**config.mk**
```make
export PLATFORM = sky130hd
export DESIGN_NAME = bm_read_arbiter
export DESIGN_NICKNAME = d
export VERILOG_FILES = /design/src/rtl/bm_pkg.sv /design/src/rtl/bm_rd_tag_pipe.sv /design/src/rtl/bm_read_arbiter.sv
export SDC_FILE = /design/constraint.sdc
export NUM_CORES = 1
export LEC_CHECK = 0
export ABC_AREA = 1
export CAP_MARGIN = 20
export CORE_MARGIN = 10
export CORE_UTILIZATION = 42
export DETAILED_ROUTE_END_ITERATION = 16
export HOLD_SLACK_MARGIN = 0.05
export PLACE_DENSITY_LB_ADDON = 0.3
export SLEW_MARGIN = 20
export SYNTH_ARGS = -nofsm -noshare
export SYNTH_HDL_FRONTEND = slang
export SYNTH_HIERARCHICAL = 1
export SYNTH_SLANG_ARGS = --single-unit
```
**constraint.sdc**
```tcl
create_clock -name clk -period 2.05 [get_ports clk]
set_input_delay 0.3075 -clock clk [delete_from_list [all_inputs] [get_ports clk]]
set_output_delay 0.3075 -clock clk [all_outputs]
set_load 0.005 [all_outputs]
```
**src/rtl/bm_pkg.sv**
```systemverilog
// Shared definitions for the block-match frame-buffer read path.
//   - bm_req_t       : identifies a requester (left or right engine)
//   - bm_arb_state_t : read arbiter state
//   - BM_ADDR_W      : frame-buffer address width
//   - BM_BUF_SEL_BIT : address bit selecting one of the two frame buffers
//   - bm_addr_inc    : next word address within the same buffer
package bm_pkg;

  localparam int BM_ADDR_W      = 16;
  localparam int BM_BUF_SEL_BIT = 15;

  typedef enum logic {
    REQ_LEFT  = 1'b0,
    REQ_RIGHT = 1'b1
  } bm_req_t;

  typedef enum logic {
    ST_IDLE  = 1'b0,
    ST_BURST = 1'b1
  } bm_arb_state_t;

  // The buffer-select bit is held so a burst wraps inside its own buffer.
  function automatic logic [BM_ADDR_W-1:0] bm_addr_inc(input logic [BM_ADDR_W-1:0] a);
    logic [BM_ADDR_W-1:0] r;
    r = a;
    r[BM_BUF_SEL_BIT-1:0] = a[BM_BUF_SEL_BIT-1:0] + 1'b1;
    return r;
  endfunction

endpackage

```
**src/rtl/bm_rd_tag_pipe.sv**
```systemverilog
// Latency-matched tag pipeline for the frame-buffer read port.
// Each cycle a tag {valid, owner, last} enters and emerges rd_latency cycles
// later, aligned with the RAM data for the read issued alongside it.
// Ports:
//   clk_i     : clock
//   clr_i     : synchronous clear of all tag valids (active-high)
//   vld_i     : a read is issued this cycle
//   owner_i   : requester owning the read
//   last_i    : read is the final beat of its burst
//   vld_o     : tag valid at the output stage
//   owner_o   : owner at the output stage
//   last_o    : last-beat flag at the output stage
//   any_vld_o : at least one tag anywhere in the pipe is valid
module bm_rd_tag_pipe
  import bm_pkg::*;
#(
  parameter int rd_latency = 2
) (
  input  logic    clk_i,
  input  logic    clr_i,
  input  logic    vld_i,
  input  bm_req_t owner_i,
  input  logic    last_i,
  output logic    vld_o,
  output bm_req_t owner_o,
  output logic    last_o,
  output logic    any_vld_o
);

  logic [rd_latency-1:0] vld_q;
  logic [rd_latency-1:0] own_q;
  logic [rd_latency-1:0] last_q;

  // Valid bits are control: cleared on reset so nothing stale emerges.
  always_ff @(posedge clk_i) begin
    if (clr_i) begin
      vld_q <= '0;
    end else begin
      vld_q[0] <= vld_i;
      for (int i = 1; i < rd_latency; i++) begin
        vld_q[i] <= vld_q[i-1];
      end
    end
  end

  // Owner/last are qualified by valid, so they need no reset.
  always_ff @(posedge clk_i) begin
    own_q[0]  <= owner_i;
    last_q[0] <= last_i;
    for (int i = 1; i < rd_latency; i++) begin
      own_q[i]  <= own_q[i-1];
      last_q[i] <= last_q[i-1];
    end
  end

  assign vld_o     = vld_q[rd_latency-1];
  assign owner_o   = bm_req_t'(own_q[rd_latency-1]);
  assign last_o    = last_q[rd_latency-1];
  assign any_vld_o = |vld_q;

endmodule

```
**src/rtl/bm_read_arbiter.sv**
```systemverilog
// Frame-buffer read-port arbiter for the left and right block-match engines.
// Grants one burst of burst_words consecutive reads at a time, drives the RAM
// read port and steers returned data back to the burst owner through a tag
// pipeline matched to the RAM read latency. A grant on the final beat of a
// burst chains the next burst with no idle cycle on the RAM port.
// Configuration macro:
//   BM_ARB_FIXED_PRIO_EN : defined -> LEFT always wins a tie (fixed priority);
//                          undefined -> round-robin on last owner.
// Ports:
//   clk, reset                 : clock, synchronous active-high reset
//   req_left/right, addr_*     : burst request and start address (bit 15 = buffer)
//   gnt_left/right             : request accepted this cycle (combinational)
//   rvalid_*, rdata_*, done_*  : returned word, data and last-word pulse
//   ram_rd_en, ram_addr        : RAM read strobe and address
//   ram_rdata                  : RAM read data
//   busy                       : burst issuing or reads still in flight
module bm_read_arbiter
  import bm_pkg::*;
#(
  parameter int rd_port_w   = 8,
  parameter int burst_words = 8,
  parameter int rd_latency  = 2
) (
  input  logic                 clk,
  input  logic                 reset,
  input  logic                 req_left,
  input  logic                 req_right,
  input  logic [BM_ADDR_W-1:0] addr_left,
  input  logic [BM_ADDR_W-1:0] addr_right,
  output logic                 gnt_left,
  output logic                 gnt_right,
  output logic                 rvalid_left,
  output logic                 rvalid_right,
  output logic [rd_port_w-1:0] rdata_left,
  output logic [rd_port_w-1:0] rdata_right,
  output logic                 done_left,
  output logic                 done_right,
  output logic                 ram_rd_en,
  output logic [BM_ADDR_W-1:0] ram_addr,
  input  logic [rd_port_w-1:0] ram_rdata,
  output logic                 busy
);

  localparam int BEAT_W = (burst_words > 1) ? $clog2(burst_words) : 1;
  localparam logic [BEAT_W-1:0] LAST_BEAT = BEAT_W'(burst_words - 1);

  bm_arb_state_t        state_q, state_d;
  logic [BEAT_W-1:0]    beat_q, beat_d;
  logic [BM_ADDR_W-1:0] addr_cnt_q, addr_cnt_d;
  bm_req_t              owner_q, owner_d;

  logic    last_beat;
  logic    accept;
  bm_req_t sel;

  logic    tag_vld;
  bm_req_t tag_owner;
  logic    tag_last;
  logic    tag_any;

  assign last_beat = (state_q == ST_BURST) && (beat_q == LAST_BEAT);
  assign accept    = ((state_q == ST_IDLE) || last_beat) && (req_left || req_right);

`ifdef BM_ARB_FIXED_PRIO_EN
  always_comb begin
    sel = req_left ? REQ_LEFT : REQ_RIGHT;
  end
`else
  bm_req_t last_owner_q, last_owner_d;

  // On a tie the requester that did not own the previous grant wins.
  always_comb begin
    sel = REQ_LEFT;
    if (req_left && req_right) begin
      sel = (last_owner_q == REQ_RIGHT) ? REQ_LEFT : REQ_RIGHT;
    end else if (req_right) begin
      sel = REQ_RIGHT;
    end
  end

  always_comb begin
    last_owner_d = last_owner_q;
    if (accept) begin
      last_owner_d = sel;
    end
  end

  always_ff @(posedge clk) begin
    if (reset) begin
      last_owner_q <= REQ_RIGHT;
    end else begin
      last_owner_q <= last_owner_d;
    end
  end
`endif

  assign gnt_left  = accept && (sel == REQ_LEFT);
  assign gnt_right = accept && (sel == REQ_RIGHT);

  always_comb begin
    state_d    = state_q;
    beat_d     = beat_q;
    addr_cnt_d = addr_cnt_q;
    owner_d    = owner_q;
    if (accept) begin
      state_d    = ST_BURST;
      beat_d     = '0;
      owner_d    = sel;
      addr_cnt_d = (sel == REQ_LEFT) ? addr_left : addr_right;
    end else if (last_beat) begin
      state_d = ST_IDLE;
    end else if (state_q == ST_BURST) begin
      beat_d     = beat_q + 1'b1;
      addr_cnt_d = bm_addr_inc(addr_cnt_q);
    end
  end

  always_ff @(posedge clk) begin
    if (reset) begin
      state_q <= ST_IDLE;
    end else begin
      state_q <= state_d;
    end
  end

  always_ff @(posedge clk) begin
    beat_q     <= beat_d;
    addr_cnt_q <= addr_cnt_d;
    owner_q    <= owner_d;
  end

  // RAM issue stage: one read per burst cycle.
  assign ram_rd_en = (state_q == ST_BURST);
  assign ram_addr  = ram_rd_en ? addr_cnt_q : '0;

  // Return stage: tags emerge with the RAM data rd_latency cycles later.
  bm_rd_tag_pipe #(
    .rd_latency(rd_latency)
  ) u_tag_pipe (
    .clk_i    (clk),
    .clr_i    (reset),
    .vld_i    (ram_rd_en),
    .owner_i  (owner_q),
    .last_i   (last_beat),
    .vld_o    (tag_vld),
    .owner_o  (tag_owner),
    .last_o   (tag_last),
    .any_vld_o(tag_any)
  );

  assign rvalid_left  = tag_vld && (tag_owner == REQ_LEFT);
  assign rvalid_right = tag_vld && (tag_owner == REQ_RIGHT);
  assign done_left    = rvalid_left && tag_last;
  assign done_right   = rvalid_right && tag_last;
  assign rdata_left   = ram_rdata;
  assign rdata_right  = ram_rdata;

  assign busy = (state_q == ST_BURST) || tag_any;

endmodule

```
### Yosys cells after proc, flatten, opt, wreduce, memory -nomap -nowiden

Index checks and enable logic that the tools add are counted.

* bits in registers: 28
* bits of input ports: 44
* output and inout bits: 40
* logic and storage cells: 44

* reduce and logical (&&, ||, !) cells: 17
* equality and inequality tests: 2
* add/sub/neg operators: 2
* bitwise logic cells: 4
* mux-type cells: 10

Operators by type and width (count)
* $mux W16: 3
* $mux W15: 2
* $add A15 B1 Y15 const B: 1
* $logic_and A1 B1 Y1: 9
* $mux W1: 5
* $not A1 Y1: 4
* $reduce_and A2 Y1: 2
* $reduce_bool A2 Y1: 2
* $add A3 B1 Y3 const B: 1
* $eq A3 B3 Y1 const B: 1
* $logic_or A1 B1 Y1: 3
* $ne A2 B1 Y1 const B: 1
* $reduce_or A2 Y1: 1

### Longest topological paths before layout

Gate-level depths: netlist (run 1).

* word-level depth: 6
* mapped depth: 9
* gate-level depth less buffers: 9

### Hierarchy

The synthesis (run 1) kept the hierarchy.

By module, submodules not included
* bm_read_arbiter: instances 1, cells an instance 237, sequential area each 610.6 µm², area an instance 1785.5 µm²
* bm_rd_tag_pipe: instances 1, cells an instance 12, sequential area each 120.1 µm², area an instance 145.1 µm²

### Least setup slack after synthesis (run 1)

Ideal clock, no wire load.

* path kind: register to register
* from: reg beat_q[0]
* to: reg addr_cnt_q[0] (enable)
* path buffers: 0
* setup time: 0.370 ns
* path slack: 0.431 ns
* data required time: 1.680 ns
* cell stages (with the launch flop): 6
* period minus slack after synthesis: 1.619 ns
* arrival: 1.249 ns
* cell sequence: dfxtp_1 -> ha_1 -> ha_1 -> inv_1 -> nand2_2 -> nand2_1

* cells in the longest elaborated chain, start to end: 6
* elaborated cells on any way between the ends: 7
* those cells by class: eq/ne (2); reduce/logical (5)

RTL lines
* start, declared: RTL line bm_read_arbiter.sv:48 `logic [BEAT_W-1:0] beat_q, beat_d;`
* start signal, assigned: RTL line bm_read_arbiter.sv:127 `beat_q <= beat_d;`
* $eq A3 B3 Y1 (*): RTL line bm_read_arbiter.sv:61 `assign last_beat = (state_q == ST_BURST) && (beat_q == LAST_BEAT);`
* $logic_and A1 B1 Y1 (*): RTL line bm_read_arbiter.sv:61
* $logic_or A1 B1 Y1: RTL line bm_read_arbiter.sv:62 `assign accept = ((state_q == ST_IDLE) || last_beat) && (req_left || req_right);`
* $logic_and A1 B1 Y1: RTL line bm_read_arbiter.sv:62
* $ne A2 B1 Y1 (no source line) or $reduce_bool A2 Y1 (tied branches)
* $reduce_and A2 Y1 (no source line) (*)
* end signal, assigned: RTL line bm_read_arbiter.sv:128 `addr_cnt_q <= addr_cnt_d;`
* end, declared: RTL line bm_read_arbiter.sv:49 `logic [BM_ADDR_W-1:0] addr_cnt_q, addr_cnt_d;`

Mark *: on every way between the ends. The rest lies on a longest branch, timed or not.
A chain may end at the register's enable or synchronous reset.

### Final worst setup path (run 1)

* from: in req_right
* to: out gnt_right

* cells in the longest elaborated chain, start to end: 3
* elaborated cells on any way between the ends: 6
* those cells by class: mux (2); reduce/logical (4)

RTL lines
* start, declared: RTL line bm_read_arbiter.sv:27 `input logic req_right,`
* $mux W1, or another cell as far along: RTL line bm_read_arbiter.sv:76 `end else if (req_right) begin`
* $mux W1 or $logic_and A1 B1 Y1 (tied branches): RTL line bm_read_arbiter.sv:74, bm_read_arbiter.sv:62
* $logic_and A1 B1 Y1 (*): RTL line bm_read_arbiter.sv:98 `assign gnt_right = accept && (sel == REQ_RIGHT);`
* end, declared: RTL line bm_read_arbiter.sv:31 `output logic gnt_right,`

Marked as above.

==> impl_metrics.csv, run 1 <==
group,metric,value,unit
global_route,grt.total_usage,12.44,%
critical_path,worstSetupPathType,"primary input to output port",
global_route,antenna_found_initial,0,
timing,skew,0.005190,ns
route,drc,0,
floorplanning,rows,24,
yosys,synth_cells,249,
timing,final-hold-violation-count,0,
critical_path,crit_arrival,1.65,ns
critical_path,worstSetupEndpointType,"output port",
critical_path,cpMostUsedCell,"clkdlybuf4s50_1",
flow_run,maxCapViolations,0,
clock_tree,clockBufferDepth,2,
floorplanning,pin_count,84,
critical_path,r2r_slack,0.34,ns
status,outcome,"complete, no violations",
clock_tree,numCtsBuffers,3,
route,final_antenna_net_count,0,
power_and_ir_drop,vdd_ir_drop_max,410.2,uV
timing,rsz0062_at_grt,"no",
yosys,synth_seq_area_share,37.85,%
timing,max_freq,509.8,MHz
final_layout,n_antenna_cell,0,
critical_path,slowest_stage,"clkdlybuf4s50_1",
route,highest-signal-layer,"met4",
route,wl_met1,1.920,mm
critical_path,required,1.74,ns
place,gp_congestion,0.7928,
timing,worstMarginPinSlew,0.4064,ns
worst_hold_path,hold_path.class,"flop to flop",
final_layout,area_growth,32.79,%
final_layout,drive_above_1_share,18.67,%
route,first_pass_iters,4,
floorplanning,die_x,87.80,um
floorplanning,die_h,87.80,um
timing,slew_violations,0,
clock_tree,cts-root-buf,"clkbuf_8",
floorplanning,dieArea,7709,um^2
clock_tree,htree_levels,1,
critical_path,regToRegStartpoint,"beat_q[0]",
yosys,ys_warn_count,6,
worst_hold_path,min_to,"u_tag_pipe/last_q[1]",
place,dpl.hpwl,3.732,mm
timing,post-route-period-util,95.68,%
floorplanning,core-area,4414,um^2
critical_path,slowest_delay,0.57,ns
route,drt-initial-drc-count,76,
clock_tree,hold_buffers,0,
clock_tree,cts_tree,"yes",
global_route,grt_overflow,0,
critical_path,cp-start-kind,"primary input",
power_and_ir_drop,power,0.001756,W
power_and_ir_drop,p_leak,1.207,nW
timing,relSlewSlack,72.80,%
critical_path,path_max_fanout,3,
final_layout,num-nets-final,348,
worst_hold_path,holdPathStages,0,
yosys,syn-cell-area,1931,um^2
timing,period_minus_slack,1.962,ns
route,num_vias,1671,
clock_tree,cts.reportedPaths.clkPinSlew,0.09,ns
timing,setup-tns-final,0,ns
route,route.met3.wl,374,um
worst_hold_path,worstHoldStart,"u_tag_pipe/last_q[0]",
place,port_buffers,59,
yosys,ys_seq_elements,28,
yosys,ys_types,31,
clock_tree,clk_latency,0.27,ns
yosys,syn_nets,296,
critical_path,r2r_end,"addr_cnt_q[13]",
route,finalWirelength,4.622,mm
global_route,grt_pass1_vias,1744,
critical_path,r2r_cells,9,
global_route,grt_first_pass_wirelength,7.900,mm
power_and_ir_drop,powerDensity,684.9,nW/um^2
route,wl_met2,2.286,mm
floorplanning,initial_core_util,43.74,%
global_route,grt_start_max_net_pins,17,
yosys,synth.avg_cell_area,7.753,um^2
route,drt-vias-per-instance,4.747,
route,wire_per_inst,13.13,um
clock_tree,cts.sinks,28,
critical_path,path_cells,"clkdlybuf4s50_1, nand2_2, nor2_4, clkdlybuf4s50_1",
timing,setup_viol,0,
==> sequential cells by signal (all words and copies together), names as in the netlist <==
| register | count |
|---|---|
| beat_q | 3 |
| u_tag_pipe/own_q | 2 |
| u_tag_pipe/last_q | 2 |
| last_owner_q | 1 |
| u_tag_pipe/vld_q | 2 |
| owner_q | 1 |
| addr_cnt_q | 16 |
| ram_rd_en | 1 |
==> final cells by class <==
type                       count  area [um^2]
clock buffer                   4        66.31
tap                           52        65.06
inverter                      36        137.6
multi-input combinational    164        905.9
timing repair buffer          68        656.9
sequential                    28        732.0
fill                         421         1851
==> critical path, delay by kind of cell <==
kind / cells / cell delay, ns
buffers and inverters: 2 / 1.08
AND/OR/NAND/NOR: 2 / 0.26
==> cells in the final DEF (no fill, tap or decap), types with 5 or more instances in the layout <==
master           synthesis  final
a22oi_1                  6      6
nand2_1                 66     66
nor2_1                  21     21
nand3_2                  8      8
clkdlybuf4s50_1          0     58
inv_1                   34     34
nand3_1                 14     14
a21oi_1                  5      5
edfxtp_1                17     17
dfxtp_1                 11     10
buf_4                   16      9
nand2_2                 19     19
==> metrics by stage <==
step           hold slack (ns)  area (um^2)  worst slack, ns  instances  util, %
2_1_floorplan           0.3096         1931           0.4311        249        -
3_3_place_gp            0.3135         2467          0.06837        346    55.90
3_5_place_dp            0.3121         2467          0.05894        346    55.90
4_1_cts                 0.3357         2549          0.01232        350    57.74
5_1_grt                 0.3422         2564          0.01069        352    58.08
6_report                0.3341         2564          0.08849        352    58.08
==> logic make-up (layout without fill, tap and decap cells) <==
family	Yosys count	in the layout	share of synthesized area, %
flops	28	28	37.85
compound gates	21	21	7.776
buf+inv	57	108	16.01
simple gates	140	140	36.42
fa+ha+maj	3	3	1.944
==> power by group <==
part | internal [W] | total [W] | switching, W | leakage, nW
Clock | 0.000212 | 0.000385 | 0.000173 | 0.0339
Combinational | 0.000288 | 0.000553 | 0.000265 | 0.903
Sequential | 0.000721 | 0.000818 | 0.0000967 | 0.270
==> layer usage <==
layer  vias up  GRT usage, %
met4         0         3.478
li1        871             -
met5         -             0
met1       746         14.45
met2        52         22.02
met3         2         3.064
==> repair_timing <==
item | 4_1_cts | 5_1_grt
endpoints found under the setup margin | 2 | 1
resized for setup | 5 | 0
pin swaps | 0 | 1
setup buffers | 0 | 2
==> worst max path at each step <==
stage / from / end / cells after the start
floorplan: beat_q[0] / addr_cnt_q[0] / 5
global placement: req_left / gnt_left / 6
detailed placement: req_right / gnt_left / 5
CTS: beat_q[0] / gnt_right / 5
global route: beat_q[0] / gnt_right / 5
finish: req_right / gnt_right / 4
==> cells in the mapped netlist <==
| cell | instances | area (um^2) |
|---|---|---|
| inv_2 | 1 | 3.750 |
| or2_2 | 2 | 12.51 |
| ha_1 | 3 | 37.54 |
| nor2_4 | 3 | 33.78 |
| o21ai_0 | 3 | 15.01 |
| buf_4 | 16 | 120.1 |
| o21ai_1 | 1 | 5.000 |
| o21ai_4 | 1 | 16.27 |
| nor2_1 | 21 | 78.83 |
| nand3_1 | 14 | 70.07 |
| nor2_2 | 2 | 12.51 |
| buf_12 | 1 | 20.02 |
| nand2_2 | 19 | 118.9 |
| nor2_8 | 1 | 20.02 |
| a22oi_1 | 6 | 45.04 |
| a21oi_1 | 5 | 25.02 |
| o211ai_2 | 1 | 12.51 |
| a22o_1 | 1 | 8.760 |
| clkbuf_1 | 1 | 3.750 |
| dfxtp_1 | 11 | 220.2 |
| nand3_2 | 8 | 80.08 |
| buf_2 | 1 | 5.000 |
| buf_6 | 2 | 22.52 |
| inv_1 | 34 | 127.6 |
| nand2_4 | 1 | 11.26 |
| o21bai_1 | 3 | 22.52 |
| nand2_1 | 66 | 247.7 |
| nand4_1 | 2 | 12.51 |
| nor3_1 | 1 | 5.000 |
| inv_4 | 1 | 6.260 |
| edfxtp_1 | 17 | 510.5 |
No activity file was read; power rests on OpenSTA's default activity.
==> run 2: changes to the inputs <==
Settings changed: CORE_UTILIZATION 42 to 41, PLACE_DENSITY set to 0.92, PLACE_DENSITY_LB_ADDON 0.3 to unset, SYNTH_HIERARCHICAL 1 to unset.
==> impl_metrics.csv, run 2 <==
group,metric,value,unit
flow_run,maxCapViolations,0,
clock_tree,clk_latency,0.28,ns
global_route,antenna_found_initial,0,
power_and_ir_drop,p_leak,1.150,nW
final_layout,regArea,733.2,um^2
clock_tree,cts_tree,"yes",
timing,finalWorstSetupSlack,0.1739,ns
timing,worstMarginPinSlew,0.4099,ns
critical_path,worstSetupPathType,"flop to output port",
final_layout,multi_input_area,795.8,um^2
final_layout,drive_above_1_share,8.784,%
floorplanning,core-area,4115,um^2
yosys,synth-edff-count,17,
route,num_vias,1722,
yosys,ys_warn_count,0,
global_route,grt_first_pass_wirelength,8.259,mm
final_layout,final_core_util,59.23,%
global_route,grt.total_usage,13.38,%
global_route,grt_pass1_vias,1782,
critical_path,cp-start-kind,"flop",
yosys,ys_types,25,
place,port_buffers,59,
place,pre_cts_slack,0.03213,ns
worst_hold_path,holdPathStages,0,
floorplanning,rows,23,
power_and_ir_drop,vdd_ir_drop_max,362.0,uV
critical_path,crit_arrival,1.57,ns
final_layout,regMostFlops,"addr_cnt_q",
final_layout,area_growth,36.22,%
worst_hold_path,min_to,"u_tag_pipe.own_q[1]",
timing,rsz0062_at_grt,"no",
place,gp_congestion,0.8657,
timing,setup_viol,0,
clock_tree,cts.reportedPaths.clkPinSlew,0.10,ns
yosys,ys_top_cells_by_area,"edfxtp_1, nand2_1, dfxtp_1, buf_4, inv_1",
worst_hold_path,hold_path.class,"flop to flop",
final_layout,reg_top3,"addr_cnt_q x16, beat_q x3",
clock_tree,numCtsBuffers,3,
floorplanning,pin_count,84,
yosys,synth_top_area_share,28.53,%
floorplanning,die_x,86.06,um
status,outcome,"complete, no violations",
timing,final-hold-violation-count,0,
route,drc,0,
power_and_ir_drop,powerDensity,717.0,nW/um^2
timing,setup-tns-final,0,ns
floorplanning,initial_core_util,43.48,%
yosys,synth_cells,246,
yosys,synth_seq_area_share,40.84,%
route,drt-initial-drc-count,183,
final_layout,largest_reg_flops,16,
critical_path,regToRegStartpoint,"beat_q[0]",
yosys,syn_nets,293,
final_layout,num-nets-final,344,
yosys,ys_top_cells_by_count,"nand2_1, inv_1, nand3_1, nor2_1, buf_4",
yosys,synth-main-ff-cell,"edfxtp_1",
critical_path,r2r_cells,9,
yosys,syn-cell-area,1789,um^2
critical_path,r2r_end,"addr_cnt_q[14]",
route,first_pass_iters,4,
critical_path,required,1.74,ns
timing,slew_violations,0,
place,dpl.hpwl,3.848,mm
final_layout,fillers,354,
timing,skew,0.003699,ns
final_layout,final_common_cell,"nand2_1",
floorplanning,dieArea,7406,um^2
yosys,async_flop_share,0,%
final_layout,n_antenna_cell,0,
critical_path,r2r_slack,0.34,ns
timing,max_freq,533.0,MHz
clock_tree,clockBufferDepth,2,
global_route,grt_overflow,0,
floorplanning,die_h,86.06,um
clock_tree,cts-root-buf,"clkbuf_8",
clock_tree,cts.sinks,28,
route,finalWirelength,4.973,mm
yosys,synth.most_common_cell,"nand2_1",
worst_hold_path,worstHoldStart,"u_tag_pipe.own_q[0]",
yosys,ys_seq_elements,28,
final_layout,final_cell_mix,"nand2_1, clkdlybuf4s50_1, inv_1, nor2_1, nand3_1",
clock_tree,hold_buffers,0,
yosys,synth.avg_cell_area,7.273,um^2
yosys,yosys.area.top_type,"edfxtp_1",
clock_tree,htree_levels,1,
route,drt-vias-per-instance,4.977,
timing,post-route-period-util,91.52,%
critical_path,worstSetupEndpointType,"output port",
timing,relSlewSlack,72.57,%
route,final_antenna_net_count,0,
route,wire_per_inst,14.37,um
global_route,grt_start_max_net_pins,17,
timing,period_minus_slack,1.876,ns
critical_path,path_max_fanout,8,
-- run 2: cell count changes in the layout (fill, tap and decap cells not counted), sizes merged --
| cell | change |
|---|---|
| clkdlybuf4s50 | -1 |
| or2 | -1 |
| inv | -2 |
| nand2 | -1 |
| buf | -1 |
| dlymetal6s2s | +1 |
| nand3 | +1 |
-- run 2: metal layers --
metal | vias to the layer above | global-route usage [%] | part of all wire, %
li1 | 866 | - | -
met1 | 769 | 15.78 | 41
met2 | 75 | 22.99 | 50
met3 | 12 | 3.217 | 7.3
met4 | 0 | 4.491 | 1.9
met5 | - | 0 | 0
-- run 2: critical path: stages, from the launching register on --
cell and delay, ns:
dfxtp_1 0.46, buf_4 0.21, nand2_1 0.06, inv_1 0.05, clkdlybuf4s50_1 0.51
-- run 2: worst max-delay path by stage --
stage	end	cells past startpoint	startpoint	slack, ns
after detailed placement	gnt_left	6	req_left	0.03
after floorplan	addr_cnt_q[0]	5	beat_q[0]	0.45
final	ram_addr[12]	4	ram_rd_en	0.17
after CTS	gnt_right	5	beat_q[0]	0.04
after global placement	gnt_left	6	req_left	0.10
after global routing	ram_addr[4]	4	ram_rd_en	0.05
-- run 2: cell families (layout without fill, tap and decap cells) --
| group | after synthesis | after routing | synth area share [%] |
|---|---|---|---|
| AND/OR/NAND/NOR | 139 | 139 | 33.43 |
| buffers and inverters | 55 | 105 | 15.94 |
| AO/OA/AOI/OAI | 21 | 21 | 7.692 |
| flip-flops | 28 | 28 | 40.84 |
| adder cells (fa/ha/maj) | 3 | 3 | 2.098 |
-- run 2: cell type report --
class | count | area share [%]
repair buffers | 67 | 26.75
clock buffers | 4 | 2.721
multi-input cells | 163 | 32.65
flip-flops and latches | 28 | 30.08
inverters | 34 | 5.236
well taps | 50 | 2.567
-- run 2: timing repair --
item / in CTS / in global routing
endpoints found under the setup margin: 2 / 1
gates resized for setup: 7 / 1
buffers inserted: 1 / 0
pin swaps: 0 / 1
-- run 2: report_power, final --
group | switching, W | internal (W)
sequential | 0.0000971 | 0.000723
clock | 0.000190 | 0.000213
combinational | 0.000252 | 0.000272
total | 0.000539 | 0.00121
-- run 2: metrics by stage --
step                      hold slack [ns]  cells  instance area, um^2  total power (W)
final                              0.3378    346                 2437         0.001748
after global routing               0.3522    346                 2437         0.001849
after CTS                          0.3370    346                 2435         0.001749
after detailed placement           0.3132    341                 2337         0.001334
after global placement             0.3102    341                 2337         0.001302
after floorplan                    0.3096    246                 1789         0.001109
==> run 3: changes to the inputs <==
Settings changed: CAP_MARGIN 20 to 25, CORE_ASPECT_RATIO set to 1.1, CTS_BUF_LIST set to sky130_fd_sc_hd__clkbuf_8 sky130_fd_sc_hd__clkbuf_16.
==> impl_metrics.csv, run 3 (synthesis gave the netlist of run 2 again) <==
group,metric,value,unit
floorplanning,dieArea,7409,um^2
critical_path,path_delay_family,"adder cells",
final_layout,multi_input_area,775.7,um^2
final_layout,regArea,732.0,um^2
timing,worstMarginPinSlew,0.3490,ns
critical_path,cp-start-kind,"flop",
timing,period_minus_slack,1.921,ns
timing,skew,0.003621,ns
timing,setup-tns-final,0,ns
global_route,grt_use_met3,3.191,%
timing,post-route-period-util,93.72,%
route,wire_per_inst,13.25,um
flow_run,maxCapViolations,0,
timing,relSlewSlack,76.65,%
critical_path,path_max_fanout,5,
global_route,grt_first_pass_wirelength,7.369,mm
timing,rsz0062_at_grt,"no",
final_layout,reg_top3,"addr_cnt_q x16, beat_q x3",
global_route,grt_start_max_net_pins,17,
power_and_ir_drop,powerDensity,709.3,nW/um^2
place,port_buffers,59,
clock_tree,cts.reportedPaths.clkPinSlew,0.10,ns
final_layout,final_cell_mix,"nand2_1, clkdlybuf4s50_1, inv_1, nor2_1, nand3_1",
floorplanning,initial_core_util,42.06,%
clock_tree,cts-root-buf,"clkbuf_8",
critical_path,crit_arrival,1.61,ns
final_layout,num-nets-final,344,
critical_path,worstSetupEndpointType,"output port",
worst_hold_path,hold_path.class,"flop to flop",
clock_tree,cts.sinks,28,
timing,max_freq,520.5,MHz
route,finalWirelength,4.639,mm
route,first_pass_iters,4,
final_layout,n_antenna_cell,0,
floorplanning,pin_count,84,
global_route,grt_overflow,0,
power_and_ir_drop,vdd_ir_drop_max,405.6,uV
final_layout,final_common_cell,"nand2_1",
global_route,grt.total_usage,11.97,%
final_layout,fillers,420,
route,final_antenna_net_count,0,
final_layout,area_growth,35.31,%
clock_tree,clk_latency,0.28,ns
global_route,top_usage_layer,"met2",
clock_tree,cts_tree,"yes",
critical_path,path_cells,"ha_1, ha_2, inv_1, nand2_2, o21ai_2, nor2_8, dlygate4sd2_1",
global_route,antenna_found_initial,0,
critical_path,slowest_delay,0.34,ns
critical_path,required,1.74,ns
clock_tree,htree_levels,1,
timing,slew_violations,0,
place,dpl.hpwl,3.614,mm
place,gp_congestion,0.8665,
status,outcome,"complete, no violations",
global_route,grt_pass1_vias,1626,
floorplanning,core-area,4254,um^2
clock_tree,hold_buffers,0,
power_and_ir_drop,p_leak,1.152,nW
clock_tree,numCtsBuffers,3,
timing,setup_viol,0,
timing,final-hold-violation-count,0,
clock_tree,clockBufferDepth,2,
global_route,met1_usage,12.84,%
place,pre_cts_slack,0.02656,ns
route,drc,0,
critical_path,crit_buf_inv,2,
route,drt-initial-drc-count,64,
timing,fin_hold_ws,0.3365,ns
critical_path,slowest_stage,"dfxtp_2",
route,num_vias,1631,
critical_path,worstSetupPathType,"flop to output port",
route,drt-vias-per-instance,4.660,
final_layout,largest_reg_flops,16,
timing,finalWorstSetupSlack,0.1288,ns
floorplanning,die_h,89.29,um
final_layout,regMostFlops,"addr_cnt_q",
global_route,use_met2,21.98,%
floorplanning,rows,25,
final_layout,drive_above_1_share,8.108,%
floorplanning,die_x,82.99,um
## run 3: worst register-to-register path: stages (launching register included)
cell and delay [ns]:
dfxtp_2 0.34, ha_1 0.19, ha_2 0.20, inv_1 0.07
nand2_2 0.08, o21ai_2 0.14, nor2_8 0.04, buf_4 0.20
a22oi_1 0.16, nand2_1 0.08
## run 3: where the power goes
part / switching (W) / leakage (nW) / total [W] / internal, W
Clock: 0.000183 / 0.0339 / 0.000396 / 0.000213
Sequential: 0.0000951 / 0.270 / 0.000816 / 0.000721
Combinational: 0.000240 / 0.848 / 0.000505 / 0.000264
## run 3: area by class of cell
| type | count | share of cell area [%] |
|---|---|---|
| flip-flops and latches | 28 | 30.23 |
| repair buffers | 67 | 26.93 |
| well taps | 54 | 2.791 |
| multi-input cells | 163 | 32.04 |
| clock buffers | 4 | 2.739 |
| inverters | 34 | 5.271 |
## run 3: worst paths after layout
path	start	endpoint	slack, ns	depth (start not counted)
min reg2reg	u_tag_pipe.own_q[0]	u_tag_pipe.own_q[1]	0.34	0
min	u_tag_pipe.own_q[0]	u_tag_pipe.own_q[1]	0.34	0
max	beat_q[0]	gnt_left	0.13	7
max reg2reg	beat_q[0]	addr_cnt_q[13]	0.32	9
## run 3: through the flow
stage | utilization [%] | cells | instance area (um^2) | total power [W]
finish | 56.91 | 350 | 2421 | 0.001717
global route | 56.91 | 350 | 2421 | 0.001828
CTS | 56.50 | 348 | 2404 | 0.001725
detailed placement | 54.88 | 344 | 2335 | 0.001327
global placement | 54.88 | 344 | 2335 | 0.001302
floorplan | - | 246 | 1789 | 0.001109
## run 3: what timing repair did
action / 4_1_cts / 5_1_grt
pin swaps: 1 / 1
buffers inserted: 0 / 2
resized for setup: 3 / 1
cloned: 0 / 0
endpoints found under the setup margin: 2 / 1
## run 3: layer usage
layer | part of all wire, % | vias up
met5 | 0 | -
met4 | 1.6 | 0
met1 | 43 | 700
met3 | 7.1 | 11
met2 | 49 | 57
li1 | - | 863
==> variant 1, RTL diff (settings of run 3) <==
Change the parameter `burst_words` from 8 to 16.
--- a/src/rtl/bm_read_arbiter.sv
+++ b/src/rtl/bm_read_arbiter.sv
@@ -20,3 +20,3 @@
   parameter int rd_port_w   = 8,
-  parameter int burst_words = 8,
+  parameter int burst_words = 16,
   parameter int rd_latency  = 2
Function: changed (Yosys sat finds a counterexample within 10 cycles, from zero or initial values and one cycle with reset high).
==> variant 1 against run 3 <==
Setup slack gained 41 ps; sequential share of layout area shrank 1.2 points; die area grew 6.6%; area after synthesis grew 8.6%; critical endpoint is now ram_addr[1]; highest routed layer unchanged; wire length grew 7.4%; sequential power grew 2.8%; design area grew 7.0%; non-clock buffer count grew 1; critical path depth shrank 3; largest cell class unchanged; total power grew 9.5%; sequential cell count grew 1.
==> variant 1: results (changes against run 3) <==
INFO  placement      globalplace.congestion=0.847 [-2.3%]
INFO  outcome        run_status=finished clean
INFO  timing         finClkSkew=8.03ps [+4.41 ps]
INFO  placement      place_ws=80.1ps [+53.5 ps]
INFO  worst_setup_path worst_path_max_delay_cell=sky130_fd_sc_hd__clkdlybuf4s50_1
INFO  detailed_routing total_wirelength_of_the_detailed_routed_design=4980um [+7.4%]
INFO  cts            cts-htree-levels=2 [+1]
INFO  detailed_routing drt_iter0_drcs=151 [+140%]
INFO  worst_setup_path crit_fanout=17 [+12]
INFO  worst_setup_path crit_family=buffers and inverters
INFO  placement      dpl-instance-area=0.00248mm2 [+6.1%]
INFO  global_routing grt_use_total=0.130 [+0.00980]
INFO  placement      detailedPlacementHpwl=3910um [+8.1%]
INFO  global_routing first_global_vias=1872 [+15%]
INFO  yosys          synthCells=276 [+12%]
INFO  timing         whs=325ps [-11.0 ps]
INFO  yosys          synth_cell_type_count=29 [+16%]
INFO  yosys          top_cells_by_instance_count_after_synthesis=sky130_fd_sc_hd__nand2_1 (111), sky130_fd_sc_hd__inv_1 (33), sky130_fd_sc_hd__nor2_1 (23)
INFO  cells_and_area biggestRegsByFlops=addr_cnt_q (16), beat_q (4)
INFO  cells_and_area drive_above_1_share=0.106 [+0.0253]
INFO  cells_and_area filler_cell_count=448 [+6.7%]
INFO  yosys          synthesis.nets=322 [+9.9%]
INFO  worst_setup_path cp_data_arrival_time=1570ps [-40 ps]
INFO  worst_setup_path regToRegSetupSlack=390ps [+70 ps]
INFO  pwr            vdd_ir_drop_max=0.448mV [+10%]
INFO  yosys          yosysSeqAreaShare=0.386 [-0.0220]
INFO  yosys          netlist_top_cells_area=sky130_fd_sc_hd__edfxtp_1 (26%), sky130_fd_sc_hd__nand2_1 (21%), sky130_fd_sc_hd__dfxtp_1 (12%), sky130_fd_sc_hd__buf_4 (6.6%), sky130_fd_sc_hd__inv_1 (6.4%)
INFO  worst_setup_path worst_r2r_path_depth=6 [-3]
INFO  cts            clk_pin_slew_worst_paths=60ps [-40 ps]
INFO  cts            cts_inserted_buffers=5 [+2]
INFO  cells_and_area final_nets=374 [+8.7%]
INFO  min_path       timing.hold.worst_endpoint=u_tag_pipe.last_q[1]
INFO  worst_setup_path rr_startpoint=addr_cnt_q[0]
INFO  timing         timing_worst_slew_pin_value=456ps [+107 ps]
INFO  min_path       timing.hold.worst.start=u_tag_pipe.last_q[0]
INFO  cells_and_area layout.core_utilization=0.561 [-0.00845]
-- variant 1: cell count changes in the layout (fill, tap and decap cells not counted), sizes merged, moves of 2 or more --
cell	before	now
a22oi	6	0
clkbuf	4	6
inv	34	36
nand2	85	113
nand3	23	27
nor2	27	25
o21ai	5	8
-- variant 1: routing by layer --
layer,vias up,track usage,routed length (um)
met5,-,0,0
met4,0,0.0563,119
met3,13,0.0531,411
met2,75,0.219,2420
met1,816,0.138,2030
li1,948,-,-
-- variant 1: how the worst max path moves through the flow --
| stage | startpoint | end | slack (ps) |
|---|---|---|---|
| floorplan | beat_q[0] | addr_cnt_q[4] | 580 |
| global placement | req_left | gnt_left | 110 |
| detailed placement | req_left | gnt_left | 80 |
| CTS | ram_rd_en | ram_addr[0] | 140 |
| global route | ram_rd_en | ram_addr[6] | 60 |
| finish | ram_rd_en | ram_addr[1] | 170 |
-- variant 1: area by class of cell --
class,instances,share of cell area
clock buffers,6,0.0362
clock inverters,2,0.00338
inverters,35,0.0507
multi-input cells,189,0.339
flip-flops and latches,29,0.291
well taps,56,0.0271
repair buffers,68,0.253
-- variant 1: kinds of logic after synthesis --
family                   count (synthesis)  share of synthesized area
AND/OR/NAND/NOR                        171                      0.388
buffers and inverters                   58                      0.164
flip-flops                              29                      0.386
AO/OA/AOI/OAI                           15                     0.0451
adder cells (fa/ha/maj)                  2                     0.0129
XOR/XNOR                                 1                    0.00451
-- variant 1: repair_timing --
| item | CTS | global route |
|---|---|---|
| hold buffers | 0 | 0 |
| gates resized for setup | 5 | 0 |
| buffers inserted | 1 | 0 |
| endpoints found under the setup margin | 2 | 0 |
-- variant 1: power by group --
part	switching (W)	leakage, nW	total, W	internal, W
Sequential	0.000104	0.280	0.000839	0.000735
Clock	0.000222	0.0575	0.000528	0.000306
Combinational	0.000249	0.923	0.000514	0.000265
==> variant 2, RTL diff (settings of run 3) <==
Made on the original files. Make the reset (`reset`) asynchronous in 2 clocked blocks. Comments in the files are not updated.
--- a/src/rtl/bm_read_arbiter.sv
+++ b/src/rtl/bm_read_arbiter.sv
@@ -87,3 +87,3 @@
 
-  always_ff @(posedge clk) begin
+  always_ff @(posedge clk or posedge reset) begin
     if (reset) begin
@@ -117,3 +117,3 @@
 
-  always_ff @(posedge clk) begin
+  always_ff @(posedge clk or posedge reset) begin
     if (reset) begin
Formal check against the unedited RTL: differs if reset is asserted again (counterexample within 4 cycles, from zero or initial values and one cycle with reset high); with reset held inactive, the same outputs for 10 cycles.
==> variant 2 against run 3 <==
Sequential cell count unchanged; setup slack improved by 56 ps; final cell count decreased by 1.1%; highest routed layer unchanged; area after synthesis increased by 3.1%; synthesized cell count decreased by 2.0%; wire length increased by 2.6%; design area increased by 2.6%.
Power is not compared: it rests on default switching activity, and its combinational part moved more than twofold at a synthesized area within 25%.
==> variant 2: results (changes against run 3) <==
INFO  yosys          synth.yosys.warnings=0 [unchanged]
INFO  pwr            power.leakage=1.18nW
INFO  yosys          post_synth_xor_area_fraction=0.00475 [+0.00475]
INFO  detailed_routing routed_via_density=4.88 [+4.8%]
INFO  placement      detailedPlacementHpwl=3710um [+2.5%]
INFO  global_routing globalRouteMet1Util=0.138 [+0.00945]
INFO  min_path       min_path_type=input port to asynchronous set/reset pin
INFO  outcome        run_status=finished clean
INFO  worst_setup_path regToRegSetupSlack=330ps
INFO  detailed_routing met2WireLength=2320um [+2.8%]
INFO  yosys          synth_compound_gate_area_share=0.0963 [+0.0194]
INFO  worst_setup_path crit_fanout=5 [unchanged]
INFO  global_routing met3_usage=0.0388 [+0.00690]
INFO  yosys          netlist_top_cells_area=sky130_fd_sc_hd__edfxtp_1 (28%), sky130_fd_sc_hd__nand2_1 (17%), sky130_fd_sc_hd__dfxtp_1 (9.8%), sky130_fd_sc_hd__buf_4 (6.9%), sky130_fd_sc_hd__inv_1 (6.3%)
INFO  worst_setup_path cp_data_arrival_time=1560ps [-50 ps]
INFO  worst_setup_path crit_path_end=gnt_left
INFO  yosys          synth_mux_area_frac=0 [unchanged]
INFO  detailed_routing met3_wirelength=392um [+19%]
INFO  cells_and_area drive_above_1_share=0.116 [+0.0354]
INFO  worst_setup_path timing.rr.end=addr_cnt_q[8]
INFO  cts            worst_skew_pair.late_latency=280ps [about the same]
INFO  yosys          synth-adder-area-share=0.0204 [-0.000626]
INFO  detailed_routing route.layer.met1.wl=2000um [+1.1%]
INFO  yosys          synthesis.nets=288 [-1.7%]
INFO  detailed_routing post_drt_wl_per_cell=13.8um [+3.8%]
INFO  yosys          synth_cell_type_count=33 [+32%]
INFO  global_routing first_global_vias=1725 [+6.1%]
INFO  cells_and_area final_nets=340 [-1.2%]
INFO  pwr            vdd_ir_drop_max=0.569mV
INFO  global_routing grt_util_met2=0.216 [-0.00369]
INFO  yosys          top_cells_by_instance_count_after_synthesis=sky130_fd_sc_hd__nand2_1 (82), sky130_fd_sc_hd__inv_1 (31), sky130_fd_sc_hd__nand3_1 (18), sky130_fd_sc_hd__nor2_1 (18)
INFO  yosys          synth_async_reset_ratio=0.0714 [+0.0714]
INFO  timing         finClkSkew=2.01ps [-1.61 ps]
INFO  timing         timing_worst_slew_pin_value=299ps [-49.6 ps]
INFO  worst_setup_path worst_r2r_path_depth=10 [+1]
INFO  global_routing grt_use_total=0.125 [+0.00516]
INFO  global_routing grt_first_pass_wirelength=8010um [+8.7%]
INFO  cts            cts-htree-levels=1 [unchanged]
INFO  placement      globalplace.congestion=0.875 [+0.96%]
INFO  detailed_routing firstDrtPassIters=4 [unchanged]
INFO  detailed_routing drt_iter0_drcs=132 [+110%]
INFO  yosys          yosysSeqAreaShare=0.402 [-0.00608]
## variant 2: changes by cell type after synthesis, moves of 2 or more
cell	delta
sky130_fd_sc_hd__buf_4	-2
sky130_fd_sc_hd__nor2_1	-5
sky130_fd_sc_hd__inv_4	+2
sky130_fd_sc_hd__o21ai_0	-3
sky130_fd_sc_hd__nand2_4	+2
sky130_fd_sc_hd__o21ai_1	+3
sky130_fd_sc_hd__nand3_1	-5
sky130_fd_sc_hd__dfxtp_1	-2
sky130_fd_sc_hd__a22oi_2	+3
## variant 2: repair_timing
item / in CTS / in global routing
setup buffers: 0 / 3
endpoints found under the setup margin: 13 / 12
pin swaps: 0 / 1
resized for setup: 5 / 1
endpoints found under the hold margin: 0 / 0
## variant 2: worst min path at each step
| stage | from | end | slack [ps] | cells past startpoint |
|---|---|---|---|---|
| 2_1_floorplan | reset | ram_rd_en | 50 | 1 |
| 3_3_place_gp | u_tag_pipe.last_q[0] | u_tag_pipe.last_q[1] | 310 | 0 |
| 3_5_place_dp | u_tag_pipe.own_q[0] | u_tag_pipe.own_q[1] | 310 | 0 |
| 4_1_cts | reset | ram_rd_en | 250 | 2 |
| 5_1_grt | reset | ram_rd_en | 260 | 2 |
| 6_report | reset | ram_rd_en | 250 | 2 |
## variant 2: worst max-delay path: stages, from the launching register on
cell and delay (ps):
sky130_fd_sc_hd__dfxtp_2 340, sky130_fd_sc_hd__ha_1 220, sky130_fd_sc_hd__ha_4 180, sky130_fd_sc_hd__inv_2 60, sky130_fd_sc_hd__nand2_4 60, sky130_fd_sc_hd__o21ai_4 90
sky130_fd_sc_hd__nor2_8 50, sky130_fd_sc_hd__dlygate4sd2_1 270
## variant 2: per-stage QoR
step	std cells	cell area (um2)	power [W]	util	worst slack (ps)
2_1_floorplan	241	1840	0.00200	-	472
3_3_place_gp	339	2380	0.00258	0.551	72.8
3_5_place_dp	339	2380	0.00263	0.551	58.0
4_1_cts	343	2460	0.00305	0.570	15.4
5_1_grt	346	2480	0.00332	0.575	86.5
6_report	346	2480	0.00305	0.575	185
## variant 2: cell families (layout without fill, tap and decap cells)
kind of cell,after synthesis,after routing
compound gates,23,23
flops,28,28
buf+inv,56,107
simple gates,130,130
fa+ha+maj,3,3
xor+xnor,1,1
## variant 2: area by class of cell
type                            count  area [um2]
Clock buffer                        4        66.3
Fill cell                         391        1830
Inverter                           35         136
Multi-Input combinational cell    157         810
Sequential cell                    28         744
Tap cell                           54        67.6
Timing Repair Buffer               68         659
## variant 2: where the power goes
part           leakage (nW)  internal [W]  total, W  switching (W)
clock                0.0339      0.000213  0.000387       0.000174
sequential            0.274      0.000926   0.00115       0.000225
combinational         0.868      0.000773   0.00151       0.000740
total                  1.18       0.00191   0.00305        0.00114
